[config.mk]
export PLATFORM = sky130hd
export DESIGN_NAME = crop_norm_ctrl_flat
export DESIGN_NICKNAME = d
export VERILOG_FILES = /design/src/rtl/crop_norm_pkg.sv /design/src/rtl/crop_norm_ctrl_if.sv /design/src/rtl/pix_pos_cnt.sv /design/src/rtl/crop_norm_ctrl.sv /design/src/flat_wrapper.sv
export SDC_FILE = /design/constraint.sdc
export NUM_CORES = 1
export LEC_CHECK = 0
export BUFFER_PORTS_ARGS = -buffer_cell sky130_fd_sc_hd__buf_2
export CAP_MARGIN = 20
export CORE_ASPECT_RATIO = 1.5
export CORE_MARGIN = 2
export CORE_UTILIZATION = 49
export DETAILED_ROUTE_END_ITERATION = 8
export PLACE_DENSITY = 0.77
export SETUP_SLACK_MARGIN = 0.4
export SYNTH_ARGS = -nofsm -noshare
export SYNTH_HDL_FRONTEND = slang
export SYNTH_SLANG_ARGS = --single-unit
[constraint.sdc]
create_clock -name clk -period 1.7 [get_ports clk]
set_input_delay 0.51 -clock clk [delete_from_list [all_inputs] [get_ports clk]]
set_output_delay 0.51 -clock clk [all_outputs]
set_load 0.1 [all_outputs]
[src/rtl/crop_norm_pkg.sv]
// Shared types and constants for the crop/normalise frame controller.
package crop_norm_pkg;

    localparam int FRAME_CNT_W = 16;

    typedef enum logic [1:0] {
        ST_IDLE      = 2'd0,
        ST_START     = 2'd1,
        ST_RUN       = 2'd2,
        ST_WAIT_DONE = 2'd3
    } state_e;

    // True when a requested crop origin still leaves room for the full crop window.
    function automatic logic coord_ok(input logic [15:0] coord, input logic [15:0] max_coord);
        return (coord <= max_coord);
    endfunction

endpackage

[src/rtl/crop_norm_ctrl_if.sv]
// Datapath handshake bundle: pixel-stream observation plus ap_start/ap_ready/ap_done.
interface crop_norm_ctrl_if;

    logic s_axis_tvalid;
    logic s_axis_tready;
    logic ap_ready;
    logic ap_done;
    logic ap_start;

    modport master (
        output ap_start,
        input  s_axis_tvalid,
        input  s_axis_tready,
        input  ap_ready,
        input  ap_done
    );

    modport slave (
        input  ap_start,
        output s_axis_tvalid,
        output s_axis_tready,
        output ap_ready,
        output ap_done
    );

endinterface

[src/rtl/pix_pos_cnt.sv]
// Column/row position of the next accepted pixel, wrapping at the frame edges.
module pix_pos_cnt #(
    parameter int COLS = 20,
    parameter int ROWS = 20
) (
    input  logic                     clk,
    input  logic                     rst_n,
    input  logic                     clr,
    input  logic                     inc,
    output logic [$clog2(COLS)-1:0]  col_r,
    output logic [$clog2(ROWS)-1:0]  row_r,
    output logic                     last_s
);

    localparam int CW = $clog2(COLS);
    localparam int RW = $clog2(ROWS);
    localparam logic [CW-1:0] COL_MAX = CW'(COLS - 1);
    localparam logic [RW-1:0] ROW_MAX = RW'(ROWS - 1);

    // Flags the final pixel of the frame.
    always_comb begin
        last_s = (col_r == COL_MAX) && (row_r == ROW_MAX);
    end

    // Position register: cleared at frame load, advanced per accepted beat.
    always_ff @(posedge clk or negedge rst_n) begin
        if (!rst_n) begin
            col_r <= {CW{1'b0}};
            row_r <= {RW{1'b0}};
        end else if (clr) begin
            col_r <= {CW{1'b0}};
            row_r <= {RW{1'b0}};
        end else if (inc) begin
            if (col_r == COL_MAX) begin
                col_r <= {CW{1'b0}};
                row_r <= (row_r == ROW_MAX) ? {RW{1'b0}} : row_r + RW'(1);
            end else begin
                col_r <= col_r + CW'(1);
            end
        end
    end

endmodule

[src/rtl/crop_norm_ctrl.sv]
// Crop/normalise frame controller: schedules datapath frames, latches the crop origin
// per frame, tracks pixel position and flags configuration and completion-timeout errors.
module crop_norm_ctrl
    import crop_norm_pkg::*;
#(
    parameter int IN_ROWS        = 20,
    parameter int IN_COLS        = 20,
    parameter int OUT_ROWS       = 10,
    parameter int OUT_COLS       = 10,
    parameter int TIMEOUT_CYCLES = 4096
) (
    input  logic                        clk,
    input  logic                        s_axis_resetn,
    input  logic                        en,
    input  logic                        continuous,
    input  logic [$clog2(IN_COLS)-1:0]  cfg_x0,
    input  logic [$clog2(IN_ROWS)-1:0]  cfg_y0,
    input  logic                        cfg_wr,
    input  logic                        err_clr,
    crop_norm_ctrl_if.master            dp,
    output logic [$clog2(IN_COLS)-1:0]  crop_x0,
    output logic [$clog2(IN_ROWS)-1:0]  crop_y0,
    output logic [$clog2(IN_COLS)-1:0]  cnt_col,
    output logic [$clog2(IN_ROWS)-1:0]  cnt_row,
    output logic                        busy,
    output logic [FRAME_CNT_W-1:0]      frame_cnt,
    output logic                        cfg_err,
    output logic                        timeout_err
);

    localparam int CW = $clog2(IN_COLS);
    localparam int RW = $clog2(IN_ROWS);
    localparam int TW = $clog2(TIMEOUT_CYCLES + 1);
    localparam logic [15:0]   X0_MAX   = 16'(IN_COLS - OUT_COLS);
    localparam logic [15:0]   Y0_MAX   = 16'(IN_ROWS - OUT_ROWS);
    localparam logic [TW-1:0] TMO_LAST = TW'(TIMEOUT_CYCLES - 1);

    state_e          state_r;
    state_e          state_nxt_s;
    logic            ap_start_r;
    logic            en_q_r;
    logic            pend_r;
    logic            rise_s;
    logic            start_ok_s;
    logic            beat_s;
    logic            last_s;
    logic            cfg_ok_s;
    logic            frame_load_s;
    logic            frame_done_s;
    logic            tmo_hit_s;
    logic [CW-1:0]   shadow_x_r;
    logic [RW-1:0]   shadow_y_r;
    logic [TW-1:0]   timer_r;

    assign dp.ap_start = ap_start_r;

    // Launch qualification; a pending edge covers en rising while a frame is in flight.
    always_comb begin
        rise_s     = en & ~en_q_r;
        start_ok_s = en & ~cfg_err & ~timeout_err & (continuous | rise_s | pend_r);
        beat_s     = (state_r == ST_RUN) & dp.s_axis_tvalid & dp.s_axis_tready;
        cfg_ok_s   = coord_ok(16'(cfg_x0), X0_MAX) & coord_ok(16'(cfg_y0), Y0_MAX);
    end

    // Next-state and frame event decode.
    always_comb begin
        state_nxt_s  = state_r;
        frame_load_s = 1'b0;
        frame_done_s = 1'b0;
        tmo_hit_s    = 1'b0;
        case (state_r)
            ST_IDLE: begin
                if (start_ok_s) begin
                    state_nxt_s  = ST_START;
                    frame_load_s = 1'b1;
                end else begin
                    state_nxt_s  = ST_IDLE;
                end
            end
            ST_START: begin
                if (ap_start_r && dp.ap_ready) begin
                    state_nxt_s = ST_RUN;
                end else begin
                    state_nxt_s = ST_START;
                end
            end
            ST_RUN: begin
                if (beat_s && last_s) begin
                    state_nxt_s = ST_WAIT_DONE;
                end else begin
                    state_nxt_s = ST_RUN;
                end
            end
            ST_WAIT_DONE: begin
                if (dp.ap_done) begin
                    frame_done_s = 1'b1;
                    if (continuous && en) begin
                        state_nxt_s  = ST_START;
                        frame_load_s = 1'b1;
                    end else begin
                        state_nxt_s  = ST_IDLE;
                    end
                end else if (timer_r == TMO_LAST) begin
                    tmo_hit_s   = 1'b1;
                    state_nxt_s = ST_IDLE;
                end else begin
                    state_nxt_s = ST_WAIT_DONE;
                end
            end
            default: begin
                state_nxt_s = ST_IDLE;
            end
        endcase
    end

    // State, handshake outputs and edge tracking; en_q resets high so a level held
    // through reset is not mistaken for a fresh rising edge.
    always_ff @(posedge clk or negedge s_axis_resetn) begin
        if (!s_axis_resetn) begin
            state_r    <= ST_IDLE;
            ap_start_r <= 1'b0;
            busy       <= 1'b0;
            en_q_r     <= 1'b1;
            pend_r     <= 1'b0;
        end else begin
            state_r    <= state_nxt_s;
            ap_start_r <= (state_nxt_s == ST_START);
            busy       <= (state_nxt_s != ST_IDLE);
            en_q_r     <= en;
            pend_r     <= en & ~frame_load_s & (pend_r | rise_s);
        end
    end

    // Shadow coordinates, active crop origin and frame counter; a load uses the old shadow.
    always_ff @(posedge clk or negedge s_axis_resetn) begin
        if (!s_axis_resetn) begin
            shadow_x_r <= {CW{1'b0}};
            shadow_y_r <= {RW{1'b0}};
            crop_x0    <= {CW{1'b0}};
            crop_y0    <= {RW{1'b0}};
            frame_cnt  <= {FRAME_CNT_W{1'b0}};
        end else begin
            if (cfg_wr && cfg_ok_s) begin
                shadow_x_r <= cfg_x0;
                shadow_y_r <= cfg_y0;
            end
            if (frame_load_s) begin
                crop_x0 <= shadow_x_r;
                crop_y0 <= shadow_y_r;
            end
            if (frame_done_s) begin
                frame_cnt <= frame_cnt + FRAME_CNT_W'(1);
            end
        end
    end

    // Sticky error flags (a new error wins over err_clr) and the completion timer.
    always_ff @(posedge clk or negedge s_axis_resetn) begin
        if (!s_axis_resetn) begin
            cfg_err     <= 1'b0;
            timeout_err <= 1'b0;
            timer_r     <= {TW{1'b0}};
        end else begin
            cfg_err     <= (cfg_wr & ~cfg_ok_s) | (cfg_err & ~err_clr);
            timeout_err <= tmo_hit_s | (timeout_err & ~err_clr);
            timer_r     <= (state_r == ST_WAIT_DONE) ? timer_r + TW'(1) : {TW{1'b0}};
        end
    end

    pix_pos_cnt #(
        .COLS (IN_COLS),
        .ROWS (IN_ROWS)
    ) u_pos (
        .clk    (clk),
        .rst_n  (s_axis_resetn),
        .clr    (frame_load_s),
        .inc    (beat_s),
        .col_r  (cnt_col),
        .row_r  (cnt_row),
        .last_s (last_s)
    );

endmodule

[src/flat_wrapper.sv]
// flat-port wrapper written by rule: the top's interface ports become plain ports
module crop_norm_ctrl_flat import crop_norm_pkg::*;
#(
    parameter int IN_ROWS        = 20,
    parameter int IN_COLS        = 20,
    parameter int OUT_ROWS       = 10,
    parameter int OUT_COLS       = 10,
    parameter int TIMEOUT_CYCLES = 4096
)
  (clk, s_axis_resetn, en, continuous, cfg_x0, cfg_y0, cfg_wr, err_clr, crop_x0, crop_y0, cnt_col, cnt_row, busy, frame_cnt, cfg_err, timeout_err, dp_ap_start, dp_s_axis_tvalid, dp_s_axis_tready, dp_ap_ready, dp_ap_done);
  crop_norm_ctrl_if dp_i ();
  input  logic clk;
  input  logic s_axis_resetn;
  input  logic en;
  input  logic continuous;
  input  logic [$clog2(IN_COLS)-1:0] cfg_x0;
  input  logic [$clog2(IN_ROWS)-1:0] cfg_y0;
  input  logic cfg_wr;
  input  logic err_clr;
  output logic [$clog2(IN_COLS)-1:0] crop_x0;
  output logic [$clog2(IN_ROWS)-1:0] crop_y0;
  output logic [$clog2(IN_COLS)-1:0] cnt_col;
  output logic [$clog2(IN_ROWS)-1:0] cnt_row;
  output logic busy;
  output logic [FRAME_CNT_W-1:0] frame_cnt;
  output logic cfg_err;
  output logic timeout_err;
  output wire logic [$bits(dp_i.ap_start)-1:0] dp_ap_start;
  input wire logic [$bits(dp_i.s_axis_tvalid)-1:0] dp_s_axis_tvalid;
  input wire logic [$bits(dp_i.s_axis_tready)-1:0] dp_s_axis_tready;
  input wire logic [$bits(dp_i.ap_ready)-1:0] dp_ap_ready;
  input wire logic [$bits(dp_i.ap_done)-1:0] dp_ap_done;
  assign dp_ap_start = dp_i.ap_start;
  assign dp_i.s_axis_tvalid = dp_s_axis_tvalid;
  assign dp_i.s_axis_tready = dp_s_axis_tready;
  assign dp_i.ap_ready = dp_ap_ready;
  assign dp_i.ap_done = dp_ap_done;
  crop_norm_ctrl #(.IN_ROWS(IN_ROWS), .IN_COLS(IN_COLS), .OUT_ROWS(OUT_ROWS), .OUT_COLS(OUT_COLS), .TIMEOUT_CYCLES(TIMEOUT_CYCLES)) u_core (.clk(clk), .s_axis_resetn(s_axis_resetn), .en(en), .continuous(continuous), .cfg_x0(cfg_x0), .cfg_y0(cfg_y0), .cfg_wr(cfg_wr), .err_clr(err_clr), .dp(dp_i), .crop_x0(crop_x0), .crop_y0(crop_y0), .cnt_col(cnt_col), .cnt_row(cnt_row), .busy(busy), .frame_cnt(frame_cnt), .cfg_err(cfg_err), .timeout_err(timeout_err));
endmodule
### Yosys cells after proc, flatten, opt, wreduce, memory -nomap -nowiden

Index checks and enable logic that the tools add are counted.

* add/sub/neg operators: 4
* multiply operators: 0
* div/mod/pow operators: 0
* magnitude comparators: 2
* equal/unequal tests: 7
* shift operators: 0
* muxes and demuxes: 24
* bitwise operators: 23
* reductions and logical operators: 10

Operator list (number)
* 5-bit two-way mux: 7
* 16-bit by 1-bit adder with 16-bit output, second input constant: 1
* 13-bit by 1-bit adder with 13-bit output, second input constant: 1
* 13-bit by 12-bit == test with 1-bit output, second input constant: 1
* 13-bit two-way mux: 1
* 1-bit AND: 12
* 1-bit two-way mux: 11
* 5-bit by 1-bit adder with 5-bit output, second input constant: 2
* 5-bit == test, second input constant: 2
* 5-bit by 4-bit less-or-equal comparator with 1-bit output, second input constant: 2
* 2-bit case mux with 4 select lines: 1
* 2-bit two-way mux: 3
* 1-bit NOT: 6
* 2-bit nonzero test: 3
* 1-bit logical AND: 5
* 1-bit OR: 5
* 2-bit by 1-bit == test with 1-bit output, second input constant: 2
* 2-bit == test, second input constant: 2
* 2-bit zero test: 1
* 1-bit case mux with 2 select lines: 1
* 2-bit AND reduction: 1

* bits in registers: 67
* bits in latches: 0
* bits in writable memories: 0
* ROM bits: 0
* bits of input ports: 20
* output and inout bits: 40
* logic and storage cells: 85
* memories kept: 0

### Depth between registers and ports, before layout

Gate-level depths: netlist of the first run.

* depth in word-level cells: 10
* mapped depth: 7
* gate-level depth less buffers: 6

### Cells and area by module

A second synthesis of the first run with hierarchy kept.

* cells, all modules: 273
* area total of the unflattened synthesis: 3183.1 sq um

By module, submodules not included
* crop_norm_ctrl: times used 1, cells an instance 213, area each 2615.0 sq um, seq. area each 1427.6 sq um
* pix_pos_cnt: times used 1, cells an instance 60, area each 568.0 sq um, seq. area each 250.2 sq um

### Worst setup path after synthesis of the first run

No wires, ideal clock.

* path type: register to register
* start: register u_core.u_pos.col_r[0]
* end: register u_core.ap_start_r, in the netlist u_core.dp.ap_start
* library setup time: 0.104 ns
* data arrival time: 2.203 ns
* data required time: 1.596 ns
* path slack: -0.607 ns
* cell stages (with the launch flop): 7
* path buffers: 1
* period minus slack after synthesis: 2.307 ns
* path through: dfrtp_1 ha_1 nor4bb_1 clkbuf_1 nand3_1 and3_1 o41ai_2

* cells in the longest elaborated chain, start to end: 6

Ends and longest elaborated chain
* start, declared: line pix_pos_cnt.sv:10 `output logic [$clog2(COLS)-1:0] col_r,`
* start signal, assigned: line pix_pos_cnt.sv:28 `col_r <= {CW{1'b0}};`
* start signal, assigned: line pix_pos_cnt.sv:31 `col_r <= {CW{1'b0}};`
* start signal, assigned: line pix_pos_cnt.sv:35 `col_r <= {CW{1'b0}};`
* 5-bit == test: line pix_pos_cnt.sv:22 `last_s = (col_r == COL_MAX) && (row_r == ROW_MAX);`
* 1-bit logical AND: line pix_pos_cnt.sv:22
* 1-bit logical AND: line crop_norm_ctrl.sv:88 `if (beat_s && last_s) begin`
* 1-bit two-way mux: line crop_norm_ctrl.sv:88
* 2-bit case mux with 4 select lines: line crop_norm_ctrl.sv:71 `case (state_r)`
* 2-bit by 1-bit == test with 1-bit output: line crop_norm_ctrl.sv:127 `ap_start_r <= (state_nxt_s == ST_START);`
* end signal, assigned: line crop_norm_ctrl.sv:127
* end, declared: line crop_norm_ctrl.sv:40 `logic ap_start_r;`

Every way passes these cells.
A chain may end at the register's enable or synchronous reset.

### Worst setup path in the final report of the first run

* start: register u_core.state_r[1]
* end: register u_core.crop_x0[4]

* cells in the longest elaborated chain, start to end: 2
* elaborated cells between the ends (all ways): 3
* those cells by class: eq/ne (1); mux (1); reduce/logical (1)

Ends and longest elaborated chain
* start, declared: line crop_norm_ctrl.sv:38 `state_e state_r;`
* start signal, assigned: line crop_norm_ctrl.sv:126 `state_r <= state_nxt_s;`
* 2-bit == test / 2-bit zero test (equally long branches): line crop_norm_ctrl.sv:71
* 1-bit case mux with 2 select lines *: line crop_norm_ctrl.sv:71
* end signal, assigned: line crop_norm_ctrl.sv:139 `crop_x0 <= {CW{1'b0}};`
* end signal, assigned: line crop_norm_ctrl.sv:148 `crop_x0 <= shadow_x_r;`
* end, declared: line crop_norm_ctrl.sv:21 `output logic [$clog2(IN_COLS)-1:0] crop_x0,`

Every way passes the cells marked *; elsewhere a longest branch is shown, timed or not.

==> results of run 1 <==
==> cells in the final DEF (no fill, tap or decap), types with 4 or more instances in the layout <==
cell type / n
dfrtp_2: 24
nand3_4: 4
buf_12: 41
nand3_1: 8
xnor2_1: 6
a21oi_2: 12
dfrtp_4: 16
buf_2: 19
nor2_2: 4
nand2_1: 16
buf_4: 55
dfrtp_1: 26
clkbuf_8: 10
xor2_1: 17
nor2_1: 16
nor2b_1: 4
buf_6: 12
inv_1: 4
mux2_4: 10
nand4_1: 8
mux2_2: 9
ha_4: 5
o21ai_0: 5
and2_1: 4
==> per-layer routing <==
| metal | vias up | wire length (um) |
|---|---|---|
| met4 | 0 | 384 |
| met2 | 113 | 5240 |
| li1 | 1216 | - |
| met3 | 37 | 416 |
| met1 | 1380 | 3290 |
| met5 | - | 0 |
==> how the worst min path moves through the flow <==
stage                                    start              endpoint  cells after the start  slack [ns]
after CTS                        s_axis_resetn     u_core.timer_r[3]                      2        0.17
final                            s_axis_resetn     u_core.timer_r[3]                      2        0.13
after global placement    u_core.frame_cnt[15]  u_core.frame_cnt[15]                      1        0.45
after global routing             s_axis_resetn     u_core.timer_r[3]                      2        0.18
after detailed placement  u_core.frame_cnt[15]  u_core.frame_cnt[15]                      1        0.47
after floorplan                  s_axis_resetn           u_core.busy                      0        0.21
==> flip-flops by register name, indices dropped and copies added, names as in the netlist, 2 cells and up <==
name	flops
u_core.u_pos.row_r	5
u_core.shadow_y_r	5
u_core.timer_r	13
u_core.frame_cnt	16
u_core.u_pos.col_r	5
u_core.crop_y0	5
u_core.crop_x0	5
u_core.state_r	2
u_core.shadow_x_r	5
==> cell type report <==
type	count	share of cell area (%)
sequential	67	33.0
timing repair buffer	129	27.9
tap	74	1.73
clock buffer	10	2.57
multi-input combinational	189	33.4
inverter	7	0.538
clock inverter	6	0.772
==> metrics by stage <==
stage / setup TNS, ns / instances / hold WS, ns / cell area [um2]
floorplan: -0.353 / 270 / 0.214 / 3400
global placement: 0 / 420 / 0.448 / 3970
detailed placement: -0.352 / 420 / 0.474 / 3970
CTS: 0 / 468 / 0.168 / 4990
global route: -0.460 / 482 / 0.177 / 5350
finish: 0 / 482 / 0.132 / 5350
==> where the power goes <==
part | total (uW) | switching, uW | leakage [uW] | internal, uW
Combinational | 2570 | 1520 | 0.00147 | 1040
Clock | 1230 | 666 | 0.0000843 | 566
Sequential | 2120 | 265 | 0.000825 | 1850
Total | 5910 | 2460 | 0.00238 | 3460
==> cell families (layout without fill, tap and decap cells) <==
kind of cell | Yosys count | count (layout) | share of synthesized area [%]
AO/OA/AOI/OAI | 30 | 30 | 6.10
XOR/XNOR | 26 | 26 | 7.45
adder cells (fa/ha/maj) | 9 | 9 | 3.68
buffers and inverters | 14 | 152 | 1.80
flip-flops | 67 | 67 | 54.9
multiplexers | 19 | 19 | 7.00
AND/OR/NAND/NOR | 105 | 105 | 19.1
==> critical path, cell delays in order, from the launching register on <==
cell,delay (ns)
dfrtp_1,0.43
buf_6,0.15
inv_4,0.05
ha_4,0.12
o2111ai_2,0.12
a21oi_2,0.22
buf_6,0.17
mux2_4,0.31
==> repair_timing <==
item                       4_1_cts  5_1_grt
setup endpoints to repair       85       90
setup buffers                   32       13
pin swaps                       11       18
gates resized for setup        160       52
gates cloned                     0        1
==> flow_metrics.env, run 1 <==
export IMPL_outcome="finished, final reports clean"
export IMPL_start_kind="flip-flop"
export IMPL_r2r_start="u_core.state_r[1]"
export IMPL_synth_area_leaders="dfrtp_1 (54%), mux2_2 (7.0%), xor2_1 (4.9%)"
export IMPL_portBuffers=59
export IMPL_fillCellCount=266
export IMPL_grt_max_degree=68
export IMPL_startpoint="u_core.state_r[1]"
export IMPL_async_flop_share_pct=100
export IMPL_rr_worst_depth=7
export IMPL_totalWireLength_mm=9.33
export IMPL_regToRegSetupSlack_ns=0.02
export IMPL_rows=35
export IMPL_yosys_area_top_type="dfrtp_1"
export IMPL_cap_violations=0
export IMPL_drive_gt1_share_pct=67.4
export IMPL_skew_ns=0.0216
export IMPL_grt_busiest_layer="met2"
export IMPL_numCtsBuffers=9
export IMPL_power_leakage_uw=0.00238
export IMPL_synth_seq_cells=67
export IMPL_post_place_ws_ns=-0.0708
export IMPL_multi_input_area_um2=1790
export IMPL_synth_edf_count=0
export IMPL_timing_fmax_mhz=593
export IMPL_report_final_slew_viol_count=0
export IMPL_overflow=0
export IMPL_num_io_pins=60
export IMPL_antenna_found_initial=0
export IMPL_nets=432
export IMPL_drcViolationCount=0
export IMPL_die_area_um2=6900
export IMPL_coreArea_um2=6090
export IMPL_ir_drop_mv=1.43
export IMPL_crit_fanout=6
export IMPL_slew_headroom_pct=73.1
export IMPL_dieWidth_um=68.5
export IMPL_gp_congestion=0.788
export IMPL_first_pass_iters=5
export IMPL_synth_area_per_cell_um2=11.3
export IMPL_cts_hold_buf=0
export IMPL_grt_pass1_wl_mm=13.1
export IMPL_die_h_um=101
export IMPL_yosysMostFrequentCell="dfrtp_1"
export IMPL_cp_endpoint="u_core.crop_x0[4]"
export IMPL_ys_types=41
export IMPL_grt_use_met2_pct=45.0
export IMPL_grt_pass1_vias=2809
export IMPL_grtUsageTotal_pct=25.6
export IMPL_syn_nets=299
export IMPL_area_delta_synth_final_pct=75.0
export IMPL_dominantRegCellSynth="dfrtp_1"
export IMPL_powerDensity_nw_per_um2=1100
export IMPL_ys_seq_area_share_pct=54.9
export IMPL_power_total_uw=5910
export IMPL_cts_tree="yes"
export IMPL_hold_class="in2async"
export IMPL_finalCriticalPeriod_ns=1.68
export IMPL_dp_hpwl_mm=4.71
export IMPL_drt_iter0_drc=139
export IMPL_clk_pin_slew_ns=0.09
export IMPL_endpoint_kind="flip-flop"
export IMPL_avgRoutedWirePerCell_um=19.4
export IMPL_viasPerCell=5.70
export IMPL_cts_root_buf="clkbuf_8"
export IMPL_start_util_pct=50.2
export IMPL_crit_type="reg2reg"
export IMPL_met1_usage_pct=29.2
export IMPL_grt_met3_usage_pct=4.69
export IMPL_rsz0062_at_grt="yes"
export IMPL_setup_viol=0
export IMPL_cts_sinks=67
export IMPL_num_antenna_cells=0
export IMPL_synth_yosys_warnings=0
export IMPL_fin_ws_ns=0.0150
export IMPL_cts_htree_levels=3
export IMPL_synth_cells=270
export IMPL_clk_insertion_delay_late_ns=0.36
export IMPL_period_share_pct=99.1
export IMPL_worst_pin_slew_ns=0.402
export IMPL_crit_required_ns=1.94
export IMPL_ant_nets=0
export IMPL_fin_util_pct=87.9
export IMPL_finalHoldViolCount=0
export IMPL_synth_top_cells_by_count="dfrtp_1 (66), nor2_1 (23), mux2_2 (19), nand2_1 (19), xor2_1 (17)"
export IMPL_register_area_um2=1770
export IMPL_netlist_area_um2=3060
export IMPL_netlist_area_leader_share_pct=54.0
export IMPL_clockBufferDepth=2
export IMPL_arrival_ns=1.92
export IMPL_vias=2746
export IMPL_reg2reg_to="u_core.crop_x0[4]"
No activity file was read; power rests on OpenSTA's default activity.
==> run 2: changes to the inputs <==
PLACE_DENSITY = unset   (was 0.77)
PLACE_DENSITY_LB_ADDON = 0.25   (was unset)
==> flow_metrics.env, run 2 (synthesis results as in run 1) <==
export IMPL_crit_required_ns=1.96
export IMPL_post_place_ws_ns=-0.0373
export IMPL_hold_class="in2async"
export IMPL_numCtsBuffers=9
export IMPL_cp_cell_sequence="ha_4 > buf_6 > nand4_1 > nor2_2 > and4_1 > xor2_1"
export IMPL_grt_max_degree=68
export IMPL_route_met2_wl_mm=5.79
export IMPL_totalWireLength_mm=10.3
export IMPL_p_seq_share_pct=35.0
export IMPL_r2r_start="u_core.state_r[1]"
export IMPL_nets=439
export IMPL_grt_pass1_vias=2761
export IMPL_area_delta_synth_final_pct=78.3
export IMPL_overflow=0
export IMPL_final_cell_mix="buf_4 (58), buf_12 (42), dfrtp_1 (26)"
export IMPL_gp_congestion=0.773
export IMPL_worst_pin_slew_ns=0.422
export IMPL_vias=2811
export IMPL_clk_insertion_delay_late_ns=0.35
export IMPL_outcome="finished, violations left"
export IMPL_reg_top3="u_core.frame_cnt (16), u_core.timer_r (13)"
export IMPL_num_antenna_cells=0
export IMPL_final_common_cell="buf_4"
export IMPL_critPathTopFamily="simple AND/OR/NAND/NOR gates"
export IMPL_routed_top_layer="met4"
export IMPL_endpoint_kind="flip-flop"
export IMPL_p_sw_share_pct=41.3
export IMPL_avgRoutedWirePerCell_um=21.1
export IMPL_clkPwrFrac_pct=19.9
export IMPL_finalHoldViolCount=0
export IMPL_post_dp_cell_area_um2=3990
export IMPL_skew_ns=0.0157
export IMPL_first_pass_iters=5
export IMPL_power_leakage_uw=0.00243
export IMPL_cts_sinks=67
export IMPL_ant_nets=0
export IMPL_finalCriticalPeriod_ns=1.75
export IMPL_start_kind="flip-flop"
export IMPL_start_util_pct=50.2
export IMPL_drcViolationCount=0
export IMPL_drt_iter0_drc=220
export IMPL_cts_root_buf="clkbuf_8"
export IMPL_arrival_ns=2.00
export IMPL_coreArea_um2=6090
export IMPL_die_area_um2=6900
export IMPL_cts_htree_levels=3
export IMPL_p_comb_share_pct=45.2
export IMPL_report_final_slew_viol_count=0
export IMPL_period_share_pct=103
export IMPL_antenna_found_initial=0
export IMPL_num_io_pins=60
export IMPL_cap_violations=0
export IMPL_portBuffers=59
export IMPL_drive_gt1_share_pct=68.9
export IMPL_largest_reg_flops=16
export IMPL_fin_ws_ns=-0.0459
export IMPL_cts_tree="yes"
export IMPL_final_area_um2=5450
export IMPL_crit_type="reg2reg"
export IMPL_startpoint="u_core.state_r[1]"
export IMPL_final_instance_count_excl_fill=489
export IMPL_rows=35
export IMPL_placedCellCount=421
export IMPL_violations="negative setup slack"
export IMPL_ir_drop_mv=1.12
export IMPL_rsz0062_at_grt="yes"
export IMPL_dp_hpwl_mm=4.65
export IMPL_clk_pin_slew_ns=0.08
export IMPL_clockBufferDepth=2
export IMPL_switchingPower_uw=2500
export IMPL_internal_power_uw=3560
export IMPL_worst_path_buf_inv=1
export IMPL_setup_viol=5
export IMPL_regMostFlops="u_core.frame_cnt"
export IMPL_setup_tns_ns=-0.0937
export IMPL_wl_met1_mm=3.61
export IMPL_grtUsageTotal_pct=27.0
export IMPL_crit_fanout=3
export IMPL_dieWidth_um=68.5
export IMPL_die_h_um=101
export IMPL_routed_wl_met3_um=494
export IMPL_hold_ws_ns=0.168
export IMPL_grt_pass1_wl_mm=13.5
export IMPL_slew_headroom_pct=71.5
export IMPL_slowest_delay_ns=0.45
export IMPL_cpMaxStageDelayCell="dfrtp_1"
export IMPL_powerDensity_nw_per_um2=1110
export IMPL_timing_fmax_mhz=573
export IMPL_viasPerCell=5.75
-- run 2: worst reg2reg max path, stage by stage, from the launching register on --
cell and delay [ns]:
dfrtp_1 0.45, ha_4 0.18, buf_6 0.11, nand4_1 0.20
nor2_2 0.23, and4_1 0.27, xor2_1 0.21
-- run 2: path summary, 6_finish.rpt --
path	to	slack (ns)	cells after the start
max	u_core.frame_cnt[8]	-0.05	6
min	u_core.frame_cnt[15]	0.17	2
max reg2reg	u_core.frame_cnt[8]	-0.05	6
min reg2reg	u_core.shadow_x_r[4]	0.51	1
max in group asynchronous	u_core.en_q_r	1.21	2
min in group clk	u_core.en_q_r	0.35	1
-- run 2: stage by stage --
step	power [uW]	utilization, %
detailed placement	4010	65.6
global placement	3970	65.6
finish	6070	89.6
floorplan	3580	-
CTS	5750	84.7
global route	6260	89.6
-- run 2: area by class of cell --
type                    count  area, um2
multi-input cells         189       1820
well taps                  74       92.6
inverters                   7       26.3
clock inverters             5       28.8
fillers                   231        634
flip-flops and latches     67       1770
repair buffers            136       1580
clock buffers              11        141
-- run 2: what timing repair did --
action | 4_1_cts | 5_1_grt
resized for setup | 174 | 50
buffers inserted | 38 | 11
cloned | 1 | 2
endpoints found under the setup margin | 81 | 100
pin swaps | 31 | 27
hold buffers | 0 | 0
-- run 2: power by group through the flow --
stage	Combinational, uW	Clock (uW)	Sequential, uW
floorplan	499	0	3080
global placement	1930	0	2040
CTS	2480	1190	2090
detailed placement	1960	0	2040
global route	2830	1290	2140
finish	2740	1210	2120
-- run 2: routing by layer --
metal,vias to the layer above,global-route usage (%)
met5,-,0
met4,0,13.1
met3,42,5.47
met2,120,46.3
met1,1421,31.1
li1,1228,-
